## src/rtl/rf_wport_arbiter_if.sv

```systemverilog
// rf_wport_arbiter_if: bundles the writeback handshakes, the mul/div issue handshake, the
// scoreboard lookups and the register file write port around rf_wport_arbiter.
//
// Modports:
//   master - the surrounding pipeline: drives requests, issue and lookup addresses,
//            observes readies, lookup results and the register file write port.
//   slave  - rf_wport_arbiter itself.
//
// Signals:
//   a_valid/a_rd/a_data -> a_ready          ALU/load writeback request (requester A)
//   b_valid/b_rd/b_data -> b_ready          mul/div writeback request (requester B)
//   iss_valid/iss_rd    -> iss_ready        mul/div issue, reserves iss_rd in the scoreboard
//   rs_q/rt_q           -> rs_busy/rt_busy  scoreboard lookups
//   busy_vec                                full scoreboard (bit 0 always 0)
//   wb_ena/wb_w/wb_rdc/wb_rd                register file write port
interface rf_wport_arbiter_if;
  logic        a_valid;
  logic [4:0]  a_rd;
  logic [31:0] a_data;
  logic        a_ready;

  logic        b_valid;
  logic [4:0]  b_rd;
  logic [31:0] b_data;
  logic        b_ready;

  logic        iss_valid;
  logic [4:0]  iss_rd;
  logic        iss_ready;

  logic [4:0]  rs_q;
  logic [4:0]  rt_q;
  logic        rs_busy;
  logic        rt_busy;
  logic [31:0] busy_vec;

  logic        wb_ena;
  logic        wb_w;
  logic [4:0]  wb_rdc;
  logic [31:0] wb_rd;

  modport master (
    output a_valid, a_rd, a_data, b_valid, b_rd, b_data, iss_valid, iss_rd, rs_q, rt_q,
    input  a_ready, b_ready, iss_ready, rs_busy, rt_busy, busy_vec,
    input  wb_ena, wb_w, wb_rdc, wb_rd
  );

  modport slave (
    input  a_valid, a_rd, a_data, b_valid, b_rd, b_data, iss_valid, iss_rd, rs_q, rt_q,
    output a_ready, b_ready, iss_ready, rs_busy, rt_busy, busy_vec,
    output wb_ena, wb_w, wb_rdc, wb_rd
  );
endinterface

```

## src/rtl/rf_wport_arbiter.sv

```systemverilog
// rf_wport_arbiter: shares the single register file write port between the single-cycle
// ALU/load writeback (A) and the long-latency mul/div writeback (B), and keeps a busy
// scoreboard of registers that B still owes a result for.
//
// A normally wins; once B has been refused STARVE_LIMIT consecutive cycles the arbiter
// favours B for one grant. The winner's rd/data are registered and presented to the
// register file one cycle after the transfer. The scoreboard entry for a B destination is
// cleared on the edge where that write commits; a same-edge issue to that index wins.
//
// Ports:
//   RF_clk  - clock, rising edge
//   RF_rst  - asynchronous reset, active-high
//   bus     - rf_wport_arbiter_if.slave (handshakes, lookups, register file write port)
module rf_wport_arbiter #(
  parameter int unsigned STARVE_LIMIT = 4  // legal range 1..15
) (
  input logic                RF_clk,
  input logic                RF_rst,
  rf_wport_arbiter_if.slave  bus
);

  localparam logic [3:0] Limit = 4'(STARVE_LIMIT);

  typedef enum logic [0:0] {StNormal, StFavorB} state_e;

  state_e      state_q, state_d;
  logic [3:0]  wait_cnt_q, wait_cnt_d;
  logic        wb_w_q, wb_w_d;
  logic [4:0]  wb_rdc_q, wb_rdc_d;
  logic [31:0] wb_rd_q, wb_rd_d;
  logic        src_q, src_d;
  logic [31:0] busy_q, busy_d;

  logic        a_gnt, b_gnt, iss_gnt;
  logic [31:0] set_mask, clr_mask;

  // Grants: combinational from the registered arbiter state, all forced low in reset.
  always_comb begin
    a_gnt = 1'b0;
    b_gnt = 1'b0;
    if (!RF_rst) begin
      unique case (state_q)
        StNormal: begin
          a_gnt = bus.a_valid;
          b_gnt = bus.b_valid & ~bus.a_valid;
        end
        StFavorB: begin
          b_gnt = bus.b_valid;
          a_gnt = bus.a_valid & ~bus.b_valid;
        end
        default: ;
      endcase
    end
  end

  // busy_q[0] is held at 0, so an issue to r0 always sees ready.
  assign iss_gnt = bus.iss_valid & ~RF_rst & ~busy_q[bus.iss_rd];

  always_comb begin
    // Starvation counter counts consecutive refused B cycles.
    wait_cnt_d = 4'd0;
    if (bus.b_valid && !b_gnt) begin
      wait_cnt_d = wait_cnt_q + 4'd1;
    end

    // Switch on the edge where the counter reaches the limit, so B wins the very next
    // cycle: worst-case latency STARVE_LIMIT+1 cycles.
    state_d = state_q;
    unique case (state_q)
      StNormal: if (wait_cnt_d >= Limit) state_d = StFavorB;
      StFavorB: if (!bus.b_valid || b_gnt) state_d = StNormal;
      default:  state_d = StNormal;
    endcase

    // Write register stage; rd/data/src hold when nothing transfers.
    wb_w_d   = 1'b0;
    wb_rdc_d = wb_rdc_q;
    wb_rd_d  = wb_rd_q;
    src_d    = src_q;
    if (a_gnt) begin
      wb_w_d   = (bus.a_rd != 5'd0);
      wb_rdc_d = bus.a_rd;
      wb_rd_d  = bus.a_data;
      src_d    = 1'b0;
    end else if (b_gnt) begin
      wb_w_d   = (bus.b_rd != 5'd0);
      wb_rdc_d = bus.b_rd;
      wb_rd_d  = bus.b_data;
      src_d    = 1'b1;
    end

    // Scoreboard: clear applied before set so a same-edge set on the same index wins.
    clr_mask = '0;
    if (wb_w_q && src_q) begin
      clr_mask = 32'd1 << wb_rdc_q;
    end
    set_mask = '0;
    if (iss_gnt && (bus.iss_rd != 5'd0)) begin
      set_mask = 32'd1 << bus.iss_rd;
    end
    busy_d = ((busy_q & ~clr_mask) | set_mask) & ~32'd1;
  end

  always_ff @(posedge RF_clk or posedge RF_rst) begin
    if (RF_rst) begin
      state_q    <= StNormal;
      wait_cnt_q <= 4'd0;
      wb_w_q     <= 1'b0;
      wb_rdc_q   <= 5'd0;
      wb_rd_q    <= 32'd0;
      src_q      <= 1'b0;
      busy_q     <= 32'd0;
    end else begin
      state_q    <= state_d;
      wait_cnt_q <= wait_cnt_d;
      wb_w_q     <= wb_w_d;
      wb_rdc_q   <= wb_rdc_d;
      wb_rd_q    <= wb_rd_d;
      src_q      <= src_d;
      busy_q     <= busy_d;
    end
  end

  assign bus.a_ready   = a_gnt;
  assign bus.b_ready   = b_gnt;
  assign bus.iss_ready = ~RF_rst & ~busy_q[bus.iss_rd];
  assign bus.rs_busy   = busy_q[bus.rs_q];
  assign bus.rt_busy   = busy_q[bus.rt_q];
  assign bus.busy_vec  = busy_q;
  assign bus.wb_ena    = 1'b1;
  assign bus.wb_w      = wb_w_q;
  assign bus.wb_rdc    = wb_rdc_q;
  assign bus.wb_rd     = wb_rd_q;

endmodule

```

## src/flat_wrapper.sv

```systemverilog
// flat-port wrapper written by rule: the top's interface ports become plain ports
module rf_wport_arbiter_flat 
#(
  parameter int unsigned STARVE_LIMIT = 4                      
)
  (RF_clk, RF_rst, bus_a_valid, bus_a_rd, bus_a_data, bus_b_valid, bus_b_rd, bus_b_data, bus_iss_valid, bus_iss_rd, bus_rs_q, bus_rt_q, bus_a_ready, bus_b_ready, bus_iss_ready, bus_rs_busy, bus_rt_busy, bus_busy_vec, bus_wb_ena, bus_wb_w, bus_wb_rdc, bus_wb_rd);
  rf_wport_arbiter_if bus_i ();
  input logic RF_clk;
  input logic RF_rst;
  input wire logic [$bits(bus_i.a_valid)-1:0] bus_a_valid;
  input wire logic [$bits(bus_i.a_rd)-1:0] bus_a_rd;
  input wire logic [$bits(bus_i.a_data)-1:0] bus_a_data;
  input wire logic [$bits(bus_i.b_valid)-1:0] bus_b_valid;
  input wire logic [$bits(bus_i.b_rd)-1:0] bus_b_rd;
  input wire logic [$bits(bus_i.b_data)-1:0] bus_b_data;
  input wire logic [$bits(bus_i.iss_valid)-1:0] bus_iss_valid;
  input wire logic [$bits(bus_i.iss_rd)-1:0] bus_iss_rd;
  input wire logic [$bits(bus_i.rs_q)-1:0] bus_rs_q;
  input wire logic [$bits(bus_i.rt_q)-1:0] bus_rt_q;
  output wire logic [$bits(bus_i.a_ready)-1:0] bus_a_ready;
  output wire logic [$bits(bus_i.b_ready)-1:0] bus_b_ready;
  output wire logic [$bits(bus_i.iss_ready)-1:0] bus_iss_ready;
  output wire logic [$bits(bus_i.rs_busy)-1:0] bus_rs_busy;
  output wire logic [$bits(bus_i.rt_busy)-1:0] bus_rt_busy;
  output wire logic [$bits(bus_i.busy_vec)-1:0] bus_busy_vec;
  output wire logic [$bits(bus_i.wb_ena)-1:0] bus_wb_ena;
  output wire logic [$bits(bus_i.wb_w)-1:0] bus_wb_w;
  output wire logic [$bits(bus_i.wb_rdc)-1:0] bus_wb_rdc;
  output wire logic [$bits(bus_i.wb_rd)-1:0] bus_wb_rd;
  assign bus_i.a_valid = bus_a_valid;
  assign bus_i.a_rd = bus_a_rd;
  assign bus_i.a_data = bus_a_data;
  assign bus_i.b_valid = bus_b_valid;
  assign bus_i.b_rd = bus_b_rd;
  assign bus_i.b_data = bus_b_data;
  assign bus_i.iss_valid = bus_iss_valid;
  assign bus_i.iss_rd = bus_iss_rd;
  assign bus_i.rs_q = bus_rs_q;
  assign bus_i.rt_q = bus_rt_q;
  assign bus_a_ready = bus_i.a_ready;
  assign bus_b_ready = bus_i.b_ready;
  assign bus_iss_ready = bus_i.iss_ready;
  assign bus_rs_busy = bus_i.rs_busy;
  assign bus_rt_busy = bus_i.rt_busy;
  assign bus_busy_vec = bus_i.busy_vec;
  assign bus_wb_ena = bus_i.wb_ena;
  assign bus_wb_w = bus_i.wb_w;
  assign bus_wb_rdc = bus_i.wb_rdc;
  assign bus_wb_rd = bus_i.wb_rd;
  rf_wport_arbiter #(.STARVE_LIMIT(STARVE_LIMIT)) u_core (.RF_clk(RF_clk), .RF_rst(RF_rst), .bus(bus_i));
endmodule
```

## config.mk

```make
export PLATFORM = sky130hd
export DESIGN_NAME = rf_wport_arbiter_flat
export DESIGN_NICKNAME = d
export VERILOG_FILES = /design/src/rtl/rf_wport_arbiter_if.sv /design/src/rtl/rf_wport_arbiter.sv /design/src/flat_wrapper.sv
export SDC_FILE = /design/constraint.sdc
export NUM_CORES = 1
export LEC_CHECK = 0
export BUFFER_PORTS_ARGS = -buffer_cell sky130_fd_sc_hd__buf_2
export CAP_MARGIN = 20
export CORE_ASPECT_RATIO = 0.75
export CORE_UTILIZATION = 45
export CTS_CLUSTER_DIAMETER = 150
export CTS_CLUSTER_SIZE = 16
export DETAILED_ROUTE_END_ITERATION = 6
export GPL_TIMING_DRIVEN = 0
export PLACE_DENSITY = 0.84
export SETUP_SLACK_MARGIN = 0.15
export SLEW_MARGIN = 30
export SYNTH_ARGS = -nofsm -noshare
export SYNTH_HDL_FRONTEND = slang
export SYNTH_SLANG_ARGS = --single-unit
```

## constraint.sdc

```tcl
create_clock -name RF_clk -period 2.93 [get_ports RF_clk]
set_input_delay 0.1465 -clock RF_clk [delete_from_list [all_inputs] [get_ports RF_clk]]
set_output_delay 0.1465 -clock RF_clk [all_outputs]
set_load 0.005 [all_outputs]
```

Word-level counts from Yosys, hierarchy flattened
Cells that the tools add are included.
- flip-flop bits (word level): 75
- output and inout bits: 76
- logic and storage cells: 61
- bits of input ports: 94
- reductions and logical operators: 10
- muxes and demuxes: 24
- order comparisons: 4
- bitwise logic cells: 13
- shift operators: 2
- add/sub/neg operators: 1
- operator list (kind ; count):
    two-way mux 32 bit ; 4
    left shift 1 x 5 -> 32 bit, first input constant ; 2
    bitwise AND 32 bit ; 1
    NOT 32 bit ; 1
    bitwise OR 32 bit ; 1
    less-than comparator 5 x 6 -> 1 bit, second input constant ; 3
    binary-select mux 1 bit (select 5 bit) ; 3
    nonzero test 5 bit ; 3
    two-way mux 1 bit ; 11
    two-way mux 5 bit ; 2
    one-hot mux 1 bit (2 select lines) ; 3
    bitwise AND 1 bit ; 5
    NOT 1 bit ; 5
    adder 4 x 1 -> 4 bit, second input constant ; 1
    greater-or-equal comparator 4 x 3 -> 1 bit, second input constant ; 1
    two-way mux 4 bit ; 1
    logical AND 1 bit ; 3
    zero test 1 bit ; 2
    nonzero test 2 bit ; 1
    logical OR 1 bit ; 1

Logic depth before layout (Yosys ltp)
- depth after elaboration: 10
- depth in mapped cells: 8

Worst setup path after synthesis
Ideal clock, no wire load.
- kind: input -> register
- start: in RF_rst
- end: reg u_core.wb_rd_q[0], in the netlist u_core.bus.wb_rd[0]
- stages on the path: 6
- setup time: 0.134 ns
- arrival time: 2.795 ns
- path buffers: 2
- slack: 0.002 ns
- path through: inv_1 -> and3_1 -> clkbuf_1 -> clkbuf_1 -> mux2i_1 -> o21ai_0
- word-level cells in the longest chain between the ends: 2
- elaborated cells between the ends (all ways): 4
- classes of those cells: 3 x mux; 1 x reduce/logical
- RTL lines (element ; line ; RTL):
    start: declaration ; flat_wrapper.sv:9 ; input logic RF_rst;
    two-way mux 1 bit * ; rf_wport_arbiter.sv:41 ; if (!RF_rst) begin
    via bus_a_ready ; flat_wrapper.sv:20 ; output wire logic [$bits(bus_i.a_ready)-1:0] bus_a_ready;
    two-way mux 32 bit / nonzero test 2 bit (equally long branches) ; n/a ;
    end signal: assignment ; rf_wport_arbiter.sv:118 ; wb_rd_q <= wb_rd_d;
    end: declaration ; rf_wport_arbiter.sv:30 ; logic [31:0] wb_rd_q, wb_rd_d;
Mark *: on every way through the listed nets, which the timed path passes. The rest lies on a longest branch.
A chain may end at the register's enable or synchronous reset.

Final worst setup path
- start: reg u_core.busy_q[8], in the netlist u_core.bus.busy_vec[8]
- end: out bus_iss_ready
- word-level cells in the longest chain between the ends: 4
- RTL lines (element ; line ; RTL):
    start: declaration ; rf_wport_arbiter.sv:32 ; logic [31:0] busy_q, busy_d;
    start signal: assignment ; rf_wport_arbiter.sv:120 ; busy_q <= busy_d;
    binary-select mux 1 bit (select 5 bit) ; rf_wport_arbiter.sv:126 ; assign bus.iss_ready = ~RF_rst & ~busy_q[bus.iss_rd];
    two-way mux 1 bit (not written as such) ; rf_wport_arbiter.sv:126 ;
    NOT 1 bit ; rf_wport_arbiter.sv:126 ;
    bitwise AND 1 bit ; rf_wport_arbiter.sv:126 ;
    end: declaration ; flat_wrapper.sv:22 ; output wire logic [$bits(bus_i.iss_ready)-1:0] bus_iss_ready;
No other way between the ends. The select of a mux whose other input is x is not followed.

==> flow_summary.json <==
{
  "final_cells": 700,
  "dieArea_sq_um": 9930,
  "fillers": 803,
  "synth.avg_cell_area_sq_um": 10.9,
  "layout_common_cells": "buf_2, dfrtp_1, o21ai_0",
  "synth_cells": 392,
  "leakage_nw": 2.41,
  "hold_path.class": "in -> reg",
  "post_drt_via_cell_ratio": 5.84,
  "finish.net_count": 662,
  "status": "completed",
  "synth_area_sq_um": 4290,
  "end_kind": "output pin",
  "cp.arrival_ns": 2.44,
  "whs_ns": 0.0823,
  "cts_tree": "built",
  "vdd_ir_drop_max_uv": 318,
  "first_global_vias": 4069,
  "synth_edf_count": 0,
  "setup_viol": 0,
  "pwr_density_cell_nw_per_um2": 626,
  "drtIter0Drc": 278,
  "seq_area_frac_synth_pct": 43.7,
  "rsz0062_at_grt": "false",
  "relSlewSlack_pct": 38.0,
  "crit_fanout": 9,
  "required_ns": 2.78,
  "area_delta_synth_final_pct": 30.7,
  "gp_congestion": 0.891,
  "port_buffers": 161,
  "drc_errors": 0,
  "worstMarginPinSlew_ns": 0.922,
  "start_util_pct": 46.8,
  "worstSetupPathType": "reg -> out",
  "dpl.hpwl_microns": 10100,
  "clk_latency_ns": 0.33,
  "fin_total_pwr_mw": 3.51,
  "cts-root-buf": "clkbuf_16",
  "grt_overflow": 0,
  "cts_resized": 0,
  "coreArea_sq_um": 9160,
  "clock_skew_ns": 0.00598,
  "syn-num-nets": 487,
  "final_common_cell": "buf_2",
  "synth_ff_type": "dfrtp_1",
  "n_antenna_cell": 0,
  "maxSlewViolCount": 0,
  "die_y_microns": 86.6,
  "synth_cell_types": 46,
  "drive_gt1_share_pct": 39.5,
  "ys.warnings.count": 0,
  "firstDrtPassIters": 5,
  "grt_max_degree": 32,
  "routedWlPerCell_microns": 18.7,
  "final.min_clock_period_ns": 2.58,
  "async_flop_share_pct": 100,
  "totalWireLength_microns": 13100,
  "cap_violations": 0,
  "grt_pass1_wl_microns": 20900,
  "grt_use_total_pct": 27.8,
  "place_inst": 683,
  "htreeDepth": 3,
  "ys_seq_elements": 75,
  "num_vias": 4086,
  "antenna_found_initial": 0,
  "clk_path_buf_depth": 2,
  "drtAntennaViolNets": 0,
  "clk_pin_slew_worst_paths_ns": 0.06,
  "fp.dieW_microns": 115,
  "clkSinkCount": 75,
  "hold_violations": 0,
  "worst_setup_path_start_kind": "flip-flop",
  "final.period_utilization_pct": 88.1,
  "max_freq_mhz": 387,
  "io_pins": 170,
  "numCtsBuffers": 9,
  "core.rowCount": 30
}
==> flip-flops by register name, summed over array words and instances, names as in the netlist <==
register and flops:
u_core.bus.wb_rd 32, u_core.bus.busy_vec 31, u_core.bus.wb_rdc 5, u_core.wait_cnt_q 4, u_core.bus.wb_w 1, u_core.src_q 1
u_core.state_q 1
==> path summary, 6_finish.rpt <==
check / slack [ns] / cells after the start / endpoint / start
min in group asynchronous: 0.47 / 3 / u_core.bus.wb_rd[23] / RF_rst
max reg2reg: 0.96 / 4 / u_core.bus.busy_vec[9] / u_core.bus.busy_vec[8]
max: 0.35 / 5 / bus_iss_ready / u_core.bus.busy_vec[8]
max in group asynchronous: 1.96 / 4 / u_core.bus.busy_vec[8] / RF_rst
min: 0.08 / 3 / u_core.bus.wb_rdc[3] / bus_a_rd[3]
min reg2reg: 0.47 / 2 / u_core.bus.wb_rd[21] / u_core.bus.wb_rd[21]
==> power breakdown <==
group	internal, mW	switching, mW
sequential	1.24	0.247
clock	0.620	0.426
combinational	0.529	0.455
total	2.39	1.13
==> per-stage QoR <==
step | util [%] | setup TNS, ns | area [sq um] | setup WS (ns)
after floorplan | - | 0 | 4290 | 0.433
after global placement | 57.4 | -12.49 | 5260 | -0.536
after detailed placement | 57.9 | 0 | 5300 | 0.665
after CTS | 61.1 | 0 | 5600 | 0.374
after global routing | 61.2 | 0 | 5610 | 0.198
final | 61.2 | 0 | 5610 | 0.348
==> cells in the mapped netlist, drive strengths merged (3+ instances only) <==
| library cell | n | area share [%] |
|---|---|---|
| nand2 | 43 | 3.8 |
| nand3 | 6 | 0.70 |
| mux2 | 4 | 1.0 |
| o41ai | 15 | 3.2 |
| inv | 8 | 0.70 |
| dfrtp | 75 | 44 |
| clkbuf | 15 | 1.3 |
| nor3b | 3 | 0.52 |
| buf | 16 | 3.0 |
| o31ai | 8 | 1.4 |
| nor2b | 6 | 0.87 |
| mux2i | 44 | 10 |
| nor4 | 3 | 0.73 |
| nand3b | 8 | 1.4 |
| nand2b | 3 | 0.44 |
| a222oi | 5 | 1.2 |
| nor2 | 6 | 0.52 |
| or3b | 4 | 0.82 |
| or3 | 3 | 0.44 |
| o21ai | 75 | 8.7 |
| mux4 | 21 | 11 |
==> layout make-up <==
cell class | count | area (sq um) | area share [%]
tap | 128 | 160 | 2.86
timing repair buffer | 164 | 856 | 15.3
clock buffer | 11 | 253 | 4.51
sequential | 75 | 1880 | 33.5
multi-input combinational | 278 | 2210 | 39.4
buffer | 31 | 184 | 3.28
clock inverter | 5 | 36.3 | 0.647
inverter | 8 | 33.8 | 0.602
==> layer usage <==
metal	track usage [%]	vias to the layer above	routed length [microns]
met5	0	-	0
met4	8.62	0	208
met3	7.41	20	1330
met2	45.7	261	6300
met1	36.2	1969	5250
li1	-	1836	-
==> critical path, cell delays in order, from the launching register on <==
cell,delay [ns]
dfrtp_1,0.42
nor2b_1,0.15
a2111oi_0,0.68
nor4_4,0.20
nor4_1,0.47
buf_2,0.20
==> cells by family (layout without fill, tap and decap cells) <==
| family | count (synthesis) | in the layout | synth area share (%) |
|---|---|---|---|
| flops | 75 | 75 | 43.7 |
| xor+xnor | 3 | 3 | 0.613 |
| fa+ha+maj | 1 | 1 | 0.292 |
| compound gates | 109 | 109 | 16.0 |
| simple gates | 94 | 94 | 11.7 |
| other cells | 2 | 2 | 0.175 |
| buf+inv | 39 | 219 | 4.99 |
| mux | 69 | 69 | 22.5 |
==> what timing repair did <==
item,CTS,global route
buffers inserted,0,0
endpoints found under the hold margin,15,0
hold buffers,1,0
Power figures use the tool's default switching activity.
